File: config.mk
export PLATFORM = sky130hd
export DESIGN_NAME = mac_accumulator
export DESIGN_NICKNAME = d
export VERILOG_FILES = /design/src/rtl/mac_accumulator.sv
export SDC_FILE = /design/constraint.sdc
export NUM_CORES = 1
export LEC_CHECK = 0
export CAP_MARGIN = 20
export CELL_PAD_IN_SITES_DETAIL_PLACEMENT = 1
export CELL_PAD_IN_SITES_GLOBAL_PLACEMENT = 1
export CORE_MARGIN = 3
export CORE_UTILIZATION = 35
export DETAILED_ROUTE_END_ITERATION = 12
export GPL_ROUTABILITY_DRIVEN = 1
export MAX_ROUTING_LAYER = met4
export PLACE_DENSITY = 0.74
export SYNTH_ARGS = -nofsm -noshare
export SYNTH_HDL_FRONTEND = slang
export SYNTH_SLANG_ARGS = --single-unit
export TNS_END_PERCENT = 30
File: constraint.sdc
create_clock -name clk -period 2.84 [get_ports clk]
set_clock_uncertainty 0.05 [all_clocks]
set_input_delay 0.568 -clock clk [delete_from_list [all_inputs] [get_ports clk]]
set_output_delay 0.568 -clock clk [all_outputs]
set_load 0.05 [all_outputs]
File: src/rtl/mac_accumulator.sv
// mac_accumulator: saturating multiply-accumulate back end.
// Takes 16-bit unsigned products from the array multiplier's product
// register and sums a programmed number of them into an ACC_W-bit
// saturating accumulator. The result is presented with a valid/ready
// handshake.
//
// Ports:
//   clk, rst     clock; asynchronous active-high reset
//   start, len   begin a job of len products (sampled only in IDLE)
//   prod_in      unsigned product term
//   prod_valid   prod_in is a valid term this cycle (ignored outside ACCUM)
//   acc_out      registered accumulated sum
//   acc_valid    acc_out holds a completed result (HOLD state)
//   out_ready    consumer accepts the result
//   busy         state is not IDLE
//   ovf          sticky saturation flag for the current or last job
module mac_accumulator #(
  parameter int ACC_W = 20,
  parameter int LEN_W = 8
) (
  input  logic             clk,
  input  logic             rst,
  input  logic             start,
  input  logic [LEN_W-1:0] len,
  input  logic [15:0]      prod_in,
  input  logic             prod_valid,
  output logic [ACC_W-1:0] acc_out,
  output logic             acc_valid,
  input  logic             out_ready,
  output logic             busy,
  output logic             ovf
);

  typedef enum logic [1:0] {
    IDLE,
    ACCUM,
    HOLD
  } state_t;

  state_t           state;
  state_t           state_next;
  logic [LEN_W-1:0] cnt;
  logic [ACC_W:0]   sum;
  logic             take;
  logic             launch;

  // One extra bit catches the carry out; a set carry means saturate.
  assign sum    = (ACC_W+1)'(acc_out) + (ACC_W+1)'(prod_in);
  assign take   = (state == ACCUM) && prod_valid;
  assign launch = (state == IDLE) && start;

  always_comb begin
    state_next = state;
    case (state)
      IDLE: begin
        if (start) begin
          state_next = (len == '0) ? HOLD : ACCUM;
        end
      end
      ACCUM: begin
        if (take && (cnt == LEN_W'(1))) begin
          state_next = HOLD;
        end
      end
      HOLD: begin
        if (out_ready) begin
          state_next = IDLE;
        end
      end
      default: state_next = IDLE;
    endcase
  end

  always_ff @(posedge clk or posedge rst) begin
    if (rst) begin
      state <= IDLE;
    end else begin
      state <= state_next;
    end
  end

  always_ff @(posedge clk or posedge rst) begin
    if (rst) begin
      acc_out <= '0;
      cnt     <= '0;
      ovf     <= 1'b0;
    end else if (launch) begin
      acc_out <= '0;
      cnt     <= len;
      ovf     <= 1'b0;
    end else if (take) begin
      if (sum[ACC_W]) begin
        acc_out <= '1;
        ovf     <= 1'b1;
      end else begin
        acc_out <= sum[ACC_W-1:0];
      end
      cnt <= cnt - LEN_W'(1);
    end
  end

  assign acc_valid = (state == HOLD);
  assign busy      = (state != IDLE);

endmodule

# After elaboration in Yosys (flattened, before gate mapping)

Cells that the tools add are included.

Input bits: 29
Logic and storage cells: 35
Register bits: 31
Output and inout port bits: 23

Equality and inequality tests: 6
Multiplexer cells: 13
Reductions and logical operators: 10
Add/sub/neg operators: 2

Operator list:

| operator                                                              | count |
|---|---|
| 20-bit two-way mux                                                    | 3 |
| 20-bit by 16-bit adder with 21-bit output                             | 1 |
| 8-bit two-way mux                                                     | 2 |
| 8-bit by 1-bit equality test with 1-bit output, second input constant | 1 |
| 8-bit logical NOT                                                     | 1 |
| 2-bit two-way mux                                                     | 4 |
| 8-bit by 1-bit subtractor with 8-bit output, second input constant    | 1 |
| 2-bit case mux with 3 select lines                                    | 1 |
| 2-bit nonzero test                                                    | 3 |
| 2-bit by 1-bit != test with 1-bit output, second input constant       | 2 |
| 1-bit logical AND                                                     | 3 |
| 1-bit two-way mux                                                     | 3 |
| 3-bit AND reduction                                                   | 1 |
| 2-bit by 1-bit equality test with 1-bit output, second input constant | 1 |
| 2-bit equality test, second input constant                            | 1 |
| 2-bit logical NOT                                                     | 1 |
| 2-bit != test, second input constant                                  | 1 |
| 2-bit AND reduction                                                   | 1 |

# Longest topological paths before layout

Gate-level depths: netlist (run 1).

Word-level depth: 5
Gate-level depth with buffers: 9
Gate-level depth less buffers: 8

# Worst setup path after synthesis (run 1)

OpenSTA, ideal clock, no wires.

Path type: reg2reg
Start point: register acc_out[0]
End point: register acc_out[17]
Required time: 2.652 ns
Data arrival time: 2.699 ns
Stages on the path, launching flop included: 9
Buffers on the path: 0
Period minus slack after synthesis: 2.887 ns
Setup slack: -0.047 ns
Library setup time: 0.138 ns
Cell sequence: dfrtp_1 > ha_1 > fa_1 > a211oi_2 > nor3_1 > o31a_1 > nor2_4 > nor2_4 > or4_1

Longest elaborated chain between the ends: 4

RTL lines:

| element                                   | line | RTL |
|---|---|---|
| start, declared                           | 27   | `output logic [ACC_W-1:0] acc_out,` |
| start signal, assigned                    | 96   | `acc_out <= sum[ACC_W-1:0];` |
| 20-bit by 16-bit adder with 21-bit output | 48   | `assign sum = (ACC_W+1)'(acc_out) + (ACC_W+1)'(prod_in);` |
| 20-bit two-way mux                        | 92   | `if (sum[ACC_W]) begin` |
| 20-bit two-way mux                        | 91   | `end else if (take) begin` |
| 20-bit two-way mux                        | 87   | `end else if (launch) begin` |

Every way passes these cells. The select of a mux whose other input is x is not followed.
A chain may end at the register's enable or synchronous reset.

# Worst setup path in the final report (run 1)

Start point: input prod_in[1]
End point: register acc_out[14]

Longest elaborated chain between the ends: 4

RTL lines:

| element                                   | line | RTL |
|---|---|---|
| start, declared                           | 25   | `input logic [15:0] prod_in,` |
| 20-bit by 16-bit adder with 21-bit output | 48   |  |
| 20-bit two-way mux                        | 92   |  |
| 20-bit two-way mux                        | 91   |  |
| 20-bit two-way mux                        | 87   |  |

Every way passes these cells. The select of a mux whose other input is x is not followed.

==> run summary, run 1 <==
IO Pins -> 52
WL/cell -> 17.0 um
drt via density -> 5.69
clock latency on the worst-skew pair -> 280 ps
maximum vdd drop -> 0.522 mV
placed cell area -> 0.00312 mm2
Yosys reg bits -> 31
reg2reg end -> acc_out[14]$_DFFE_PP0P_
Distinct cells, synth -> 47
Worst-path clk slew -> 70 ps
worst hold endpoint -> ovf$_DFFE_PP0P_
final-report setup violation count -> 0
die width -> 86.4 um
Crit Path Class -> in2reg
DRC violations left -> 0
maximum clock path buffer count -> 2
Crit. End Element -> register
Antenna Violating Nets Remaining -> 0
Startpoint Class -> input port
R2R setup slack -> 240 ps
HP Start -> ovf$_DFFE_PP0P_
cell taking the most area after synthesis -> dfrtp_1
RSZ-0062 raised after global routing -> yes
Final Util -> 53.4%
met1 global-route usage -> 25.8%
most frequent cell after synthesis -> dfrtp_1
Area contributors post-synth -> dfrtp_1 34%, ha_1 10%, a221o_1 7.5%, a21oi_1 3.5%, xnor2_1 3.5%
via count -> 2349
status -> complete, no violations
Reg2Reg Launch Point -> acc_out[0]$_DFFE_PP0P_
initial antenna violation count -> 0
Synth async-reset ratio -> 100%
top cell type's share of synthesized area -> 34.3%
largest family of logic cells by synthesized area -> compound AO/OA/AOI/OAI gates
syn_nets -> 294
sequential-to-total area share from yosys stat -> 34.3%
Mapped Avg Cell Area -> 9.19 um2
minimum clock period -> 2690 ps
worst path required time -> 2960 ps
Initial Util -> 37.1%
Rows -> 28
fmax -> 372 MHz
GR peak layer -> met2
global-route wire length before repair -> 11900 um
max-slew violations -> 0
Pre-antenna DRT Iters -> 4
layout cells sized above 1 -> 18.3%
worst hold stages -> 1
Die Y-Extent -> 86.4 um
adder and majority cell fraction of the synthesized area -> 10.9%
GP Congestion -> 0.838
H-tree depth -> 2
grt total ovfl -> 0
power density cells -> 1060 mW/mm2
clk sinks -> 31
Detailed Route WL -> 7040 um
CTS tree -> done
multiplexer share of the synthesized area -> 0.443%
hpwl dp -> 5500 um
Fin. Hold Viols -> 0
post-synthesis compound-gate area fraction -> 28.1%
GRT Overall Usage -> 20.5%
Antenna Cells -> 0
slew margin rel. -> 66.0%
Final period util -> 94.6%
Global Route met2 Usage -> 34.7%
vias in the first global route -> 2534
fill cell count -> 712
Ys Warns -> 0
final instance area -> 0.00326 mm2
critical path arrival -> 2800 ps
nets -> 385
worst-margin pin slew -> 508 ps
cts bufs inserted -> 5
Primary FF master, synth -> dfrtp_1
most common library cells after synthesis -> 31 x dfrtp_1, 18 x ha_1, 18 x nand2_1
reg2reg path depth -> 10
Die ar. -> 0.00746 mm2
CP max FO -> 3
number of enable flip-flop cells after synthesis -> 0
Min Hold Slack -> 466 ps
xor/xnor cell area share of the yosys netlist -> 5.43%
leak pwr -> 1.46 nW
root buffer cell -> clkbuf_8
Initial DRC Count -> 112
I/O Buffers -> 51
simple-gate share of the synthesized area -> 18.0%
worst min path class -> reg2reg
Core Area -> 0.00610 mm2
met3 GRT Util -> 2.85%
Synth Cell Area -> 0.00226 mm2
Max-cap violations -> 0
Area Growth Syn to Fin -> 44.1%
largest net degree at the start of global routing -> 32
hold_buf cts -> 0
Syn Inst Count -> 246
## worst max path at each step
stage	start	end
after global routing	prod_in[4]	acc_out[17]$_DFFE_PP0P_
after detailed placement	prod_in[0]	acc_out[17]$_DFFE_PP0P_
final	prod_in[1]	acc_out[14]$_DFFE_PP0P_
after floorplan	prod_in[0]	acc_out[17]$_DFFE_PP0P_
after global placement	prod_in[0]	acc_out[17]$_DFFE_PP0P_
after CTS	prod_in[1]	acc_out[17]$_DFFE_PP0P_
## metrics by stage
stage | cells | TNS [ps] | total power, mW | setup WS (ps)
detailed placement | 403 | -6230 | 3.04 | -367
floorplan | 246 | 0 | 2.19 | 31.4
global route | 413 | -20.4 | 3.71 | -20.4
global placement | 403 | -5160 | 2.96 | -321
CTS | 411 | 0 | 3.43 | 10.1
finish | 413 | 0 | 3.44 | 153
## worst max-delay path, stage by stage
cell	delay (ps)
clkdlybuf4s50_1	450
fa_2	390
a211oi_2	290
buf_4	160
nor4_1	40
nor3_1	200
buf_4	170
o21ai_2	60
xor2_1	140
a221o_1	320
## power breakdown
group	internal (mW)	switching, mW	total [mW]
registers	0.611	0.174	0.784
clock network	0.196	0.172	0.368
logic	1.01	1.28	2.29
total	1.81	1.63	3.44
## area by class of cell
| type | count | area (um2) | share of cell area [%] |
|---|---|---|---|
| Clock buffer | 7 | 86.3 | 2.65 |
| Clock inverter | 1 | 5.00 | 0.154 |
| Inverter | 10 | 37.5 | 1.15 |
| Multi-Input combinational cell | 198 | 1440 | 44.3 |
| Sequential cell | 31 | 777 | 23.9 |
| Tap cell | 75 | 93.8 | 2.88 |
| Timing Repair Buffer | 91 | 813 | 25.0 |
## layer usage
| layer | routed length (um) | share of wire [%] |
|---|---|---|
| met1 | 3270 | 46 |
| met2 | 3450 | 49 |
| met3 | 241 | 3.4 |
| met4 | 77 | 1.1 |
| met5 | 0 | 0 |
## flip-flops by register name (all words and copies together) (netlist names)
name and cells:
ovf 1, state 2, acc_out 20, cnt 8
## cells in the final DEF (no fill, tap or decap), types with 3 or more instances in the layout
cell type	instances
dfrtp_1	30
a21o_1	6
clkbuf_8	6
or4_1	4
a221o_1	17
nor2_1	16
a21oi_1	16
nand3b_1	3
and2_1	3
inv_1	10
xor2_1	5
o211ai_1	3
o21bai_1	4
clkdlybuf4s50_1	50
buf_4	40
a22oi_1	3
a211oi_2	3
nor2b_1	3
nand2_1	18
ha_1	17
o21ai_0	12
o21ai_1	3
nor3_1	9
nand3_1	11
xnor2_1	9
## cells by family (layout without fill, tap and decap cells)
logic type	count (synthesis)	count (layout)
AOI/OAI and AO/OA	85	85
xor gates and xnor gates	14	14
adders and majority gates	19	19
buffers and inverters	17	109
DFF	31	31
muxes	1	1
and+or+nand+nor	79	79
## what timing repair did
action,in CTS,in global routing
gates resized for setup,1,7
hold endpoints to repair,0,0
buffers inserted,0,2
pin swaps,1,8
setup endpoints to repair,16,16
No activity file was read; power rests on OpenSTA's default activity.
==> run 2, diff against run 1 <==
--- a/config.mk
+++ b/config.mk
@@ -9,11 +9,11 @@
 export CELL_PAD_IN_SITES_DETAIL_PLACEMENT = 1
 export CELL_PAD_IN_SITES_GLOBAL_PLACEMENT = 1
 export CORE_MARGIN = 3
-export CORE_UTILIZATION = 35
+export CORE_UTILIZATION = 30
 export DETAILED_ROUTE_END_ITERATION = 12
 export GPL_ROUTABILITY_DRIVEN = 1
 export MAX_ROUTING_LAYER = met4
-export PLACE_DENSITY = 0.74
+export PLACE_DENSITY = 0.65
 export SYNTH_ARGS = -nofsm -noshare
 export SYNTH_HDL_FRONTEND = slang
 export SYNTH_SLANG_ARGS = --single-unit
==> constraint.sdc (replaced) <==
create_clock -name clk -period 3.1 [get_ports clk]
set_clock_uncertainty 0.05 [all_clocks]
set_input_delay 0.62 -clock clk [delete_from_list [all_inputs] [get_ports clk]]
set_output_delay 0.62 -clock clk [all_outputs]
set_load 0.05 [all_outputs]
==> run 2 against run 1 <==
Net effect: register-to-register slack improved by 280 ps; sequential cell count stayed put; utilization shrank 11 points; critical path depth fell by 1; routed wire length is 6.6% lower; final cell count is 1.9% higher; global-route usage fell by 4.1 points; final area fell by 3.9%; clock-buffer cell count stayed put.
==> run summary, run 2 (synthesis gave the netlist of run 1 again) <==
final instance area -> 0.00313 mm2 (-3.9%)
initial antenna violation count -> 0 (unchanged)
crit-path cells -> clkdlybuf4s50_1 -> ha_1 -> fa_1 -> a211oi_2 -> nor3_1 -> o31a_1 -> nor2_4 -> nor2_4 -> or4_1
multi-input logic area -> 0.00142 mm2 (-1.6%)
Initial Util -> 31.0% (-6.1 points)
Design Power -> 2.98 mW (-13%)
fmax -> 341 MHz
Die ar. -> 0.00861 mm2 (+15%)
WL/cell -> 15.6 um (-8.4%)
HP Start -> cnt[7]$_DFFE_PP0P_
Setup Slack @ Placement -> -167 ps (+199 ps)
GP Congestion -> 0.765 (-8.7%)
maximum vdd drop -> 0.392 mV (-25%)
leak pwr -> 1.36 nW (-6.3%)
CTS tree -> done
Max-cap violations -> 0 (unchanged)
Detailed Route WL -> 6570 um (-6.6%)
Min Hold Slack -> 458 ps (-7.80 ps)
largest net degree at the start of global routing -> 32 (unchanged)
hpwl dp -> 5090 um (-7.4%)
grt total ovfl -> 0 (unchanged)
final worst slack -> 167 ps (+14.5 ps)
worst min path class -> reg2reg
Core Area -> 0.00729 mm2 (+20%)
status -> complete, no violations
CP max FO -> 2 (-1)
Reg2Reg Launch Point -> acc_out[0]$_DFFE_PP0P_
Antenna Violating Nets Remaining -> 0 (unchanged)
R2R setup slack -> 520 ps (+280 ps)
Worst Path Buf+Inv -> 1 (-2)
most frequent cells in the layout -> 51 x clkdlybuf4s50_1, 31 x dfrtp_1, 24 x buf_4, 18 x nand2_1, 18 x ha_1
Fin. Hold Viols -> 0 (unchanged)
clock latency on the worst-skew pair -> 280 ps (about the same)
CP endpoint -> acc_out[17]$_DFFE_PP0P_
H-tree depth -> 2 (unchanged)
die width -> 92.8 um (+7.5%)
worst-margin pin slew -> 501 ps (-7.24 ps)
Antenna Cells -> 0 (unchanged)
GRT Overall Usage -> 16.4% (-4.1 points)
global-route wire length before repair -> 11300 um (-4.6%)
root buffer cell -> clkbuf_8
nets -> 369 (-4.2%)
layout cells sized above 1 -> 11.8% (-6.5 points)
slew margin rel. -> 66.5% (+0.48 points)
FF+latch area -> 776 um2 (-0.16%)
most common cell after layout, fill and taps aside -> clkdlybuf4s50_1
slowest stage delay, CP -> 510 ps (+60 ps)
Worst-path clk slew -> 70 ps (about the same)
Die Y-Extent -> 92.8 um (+7.5%)
minimum clock period -> 2930 ps
Rows -> 31 (+11%)
Pre-antenna DRT Iters -> 4 (unchanged)
Crit. Startpoint -> prod_in[0]
clk sinks -> 31 (unchanged)
fill cell count -> 890 (+25%)
RSZ-0062 raised after global routing -> no
drt via density -> 5.30 (-6.9%)
reg2reg end -> acc_out[17]$_DFFE_PP0P_
IO Pins -> 52 (unchanged)
final setup TNS -> 0 ps (unchanged)
Startpoint Class -> input port
vias in the first global route -> 2323 (-8.3%)
max reg flops -> 20 (unchanged)
max-slew violations -> 0 (unchanged)
Final period util -> 94.6%
worst path required time -> 3200 ps (+240 ps)
power density cells -> 952 mW/mm2 (-9.9%)
final-report setup violation count -> 0 (unchanged)
slowest cell on the critical path -> or4_1
via count -> 2230 (-5.1%)
Crit path depth -> 9 (-1)
Largest Register -> acc_out
cell family with most CP delay -> simple AND/OR/NAND/NOR gates
Initial DRC Count -> 68 (-39%)
placed cell area -> 0.00305 mm2 (-2.4%)
DRC violations left -> 0 (unchanged)
critical path arrival -> 3040 ps (+240 ps)
CP dominant cell by count -> nor2_4
reg2reg path depth -> 8 (-2)
cts bufs inserted -> 5 (unchanged)
Top Registers -> acc_out: 20 flops, cnt: 8 flops, state: 2 flops
Area Growth Syn to Fin -> 38.4%
Crit Path Class -> in2reg
Crit. End Element -> register
I/O Buffers -> 51 (unchanged)
maximum clock path buffer count -> 2 (unchanged)
Post-CTS Setup Bufs -> 0 (unchanged)
## run 2: changes by cell type in the layout (fill, tap and decap cells not counted), sizes merged
cell,previous run,this run
clkdlybuf4s50,50,51
dlymetal6s2s,1,0
buf,40,24
## run 2: final cells by class
class / instances / share of cell area, %
Multi-Input combinational cell: 198 / 45.4
Sequential cell: 31 / 24.8
Timing Repair Buffer: 75 / 22.1
Tap cell: 99 / 3.96
Clock buffer: 7 / 2.44
Inverter: 10 / 1.20
Clock inverter: 1 / 0.160
## run 2: report_power, final
part           internal, mW  switching, mW  total, mW
clock                 0.158          0.156      0.314
combinational         0.829           1.12       1.95
sequential            0.559          0.154      0.713
total                  1.55           1.43       2.98
## run 2: metrics by stage
| stage | std cells | utilization, % |
|---|---|---|
| final | 421 | 42.9 |
| after global routing | 421 | 42.9 |
| after CTS | 421 | 42.9 |
| after detailed placement | 413 | 41.8 |
| after global placement | 413 | 41.8 |
| after floorplan | 246 | - |
## run 2: worst min-delay path by stage
stage          slack (ps)            endpoint  cells after the start
2_1_floorplan         410  cnt[7]$_DFFE_PP0P_                      2
3_3_place_gp          440  cnt[7]$_DFFE_PP0P_                      2
3_5_place_dp          440  cnt[7]$_DFFE_PP0P_                      2
4_1_cts               470  cnt[7]$_DFFE_PP0P_                      2
5_1_grt               500     ovf$_DFFE_PP0P_                      1
6_report              460  cnt[7]$_DFFE_PP0P_                      2
## run 2: metal layers
layer  part of all wire [%]  track usage (%)  vias up
li1                       -                -     1091
met1                     48             22.2     1094
met2                     47             26.2       39
met3                    3.5             3.09        6
met4                   0.62             2.44        0
met5                      0                -        -
## run 2: timing repair
| item | 4_1_cts | 5_1_grt |
|---|---|---|
| gates resized for setup | 0 | 0 |
| hold buffers | 0 | 0 |
| endpoints found under the setup margin | 0 | 1 |
| hold endpoints to repair | 0 | 0 |
## run 2: worst min-delay path: stages (launching register included)
cell and delay [ps]:
dfrtp_1 350, o21ai_0 80, nand2_1 50
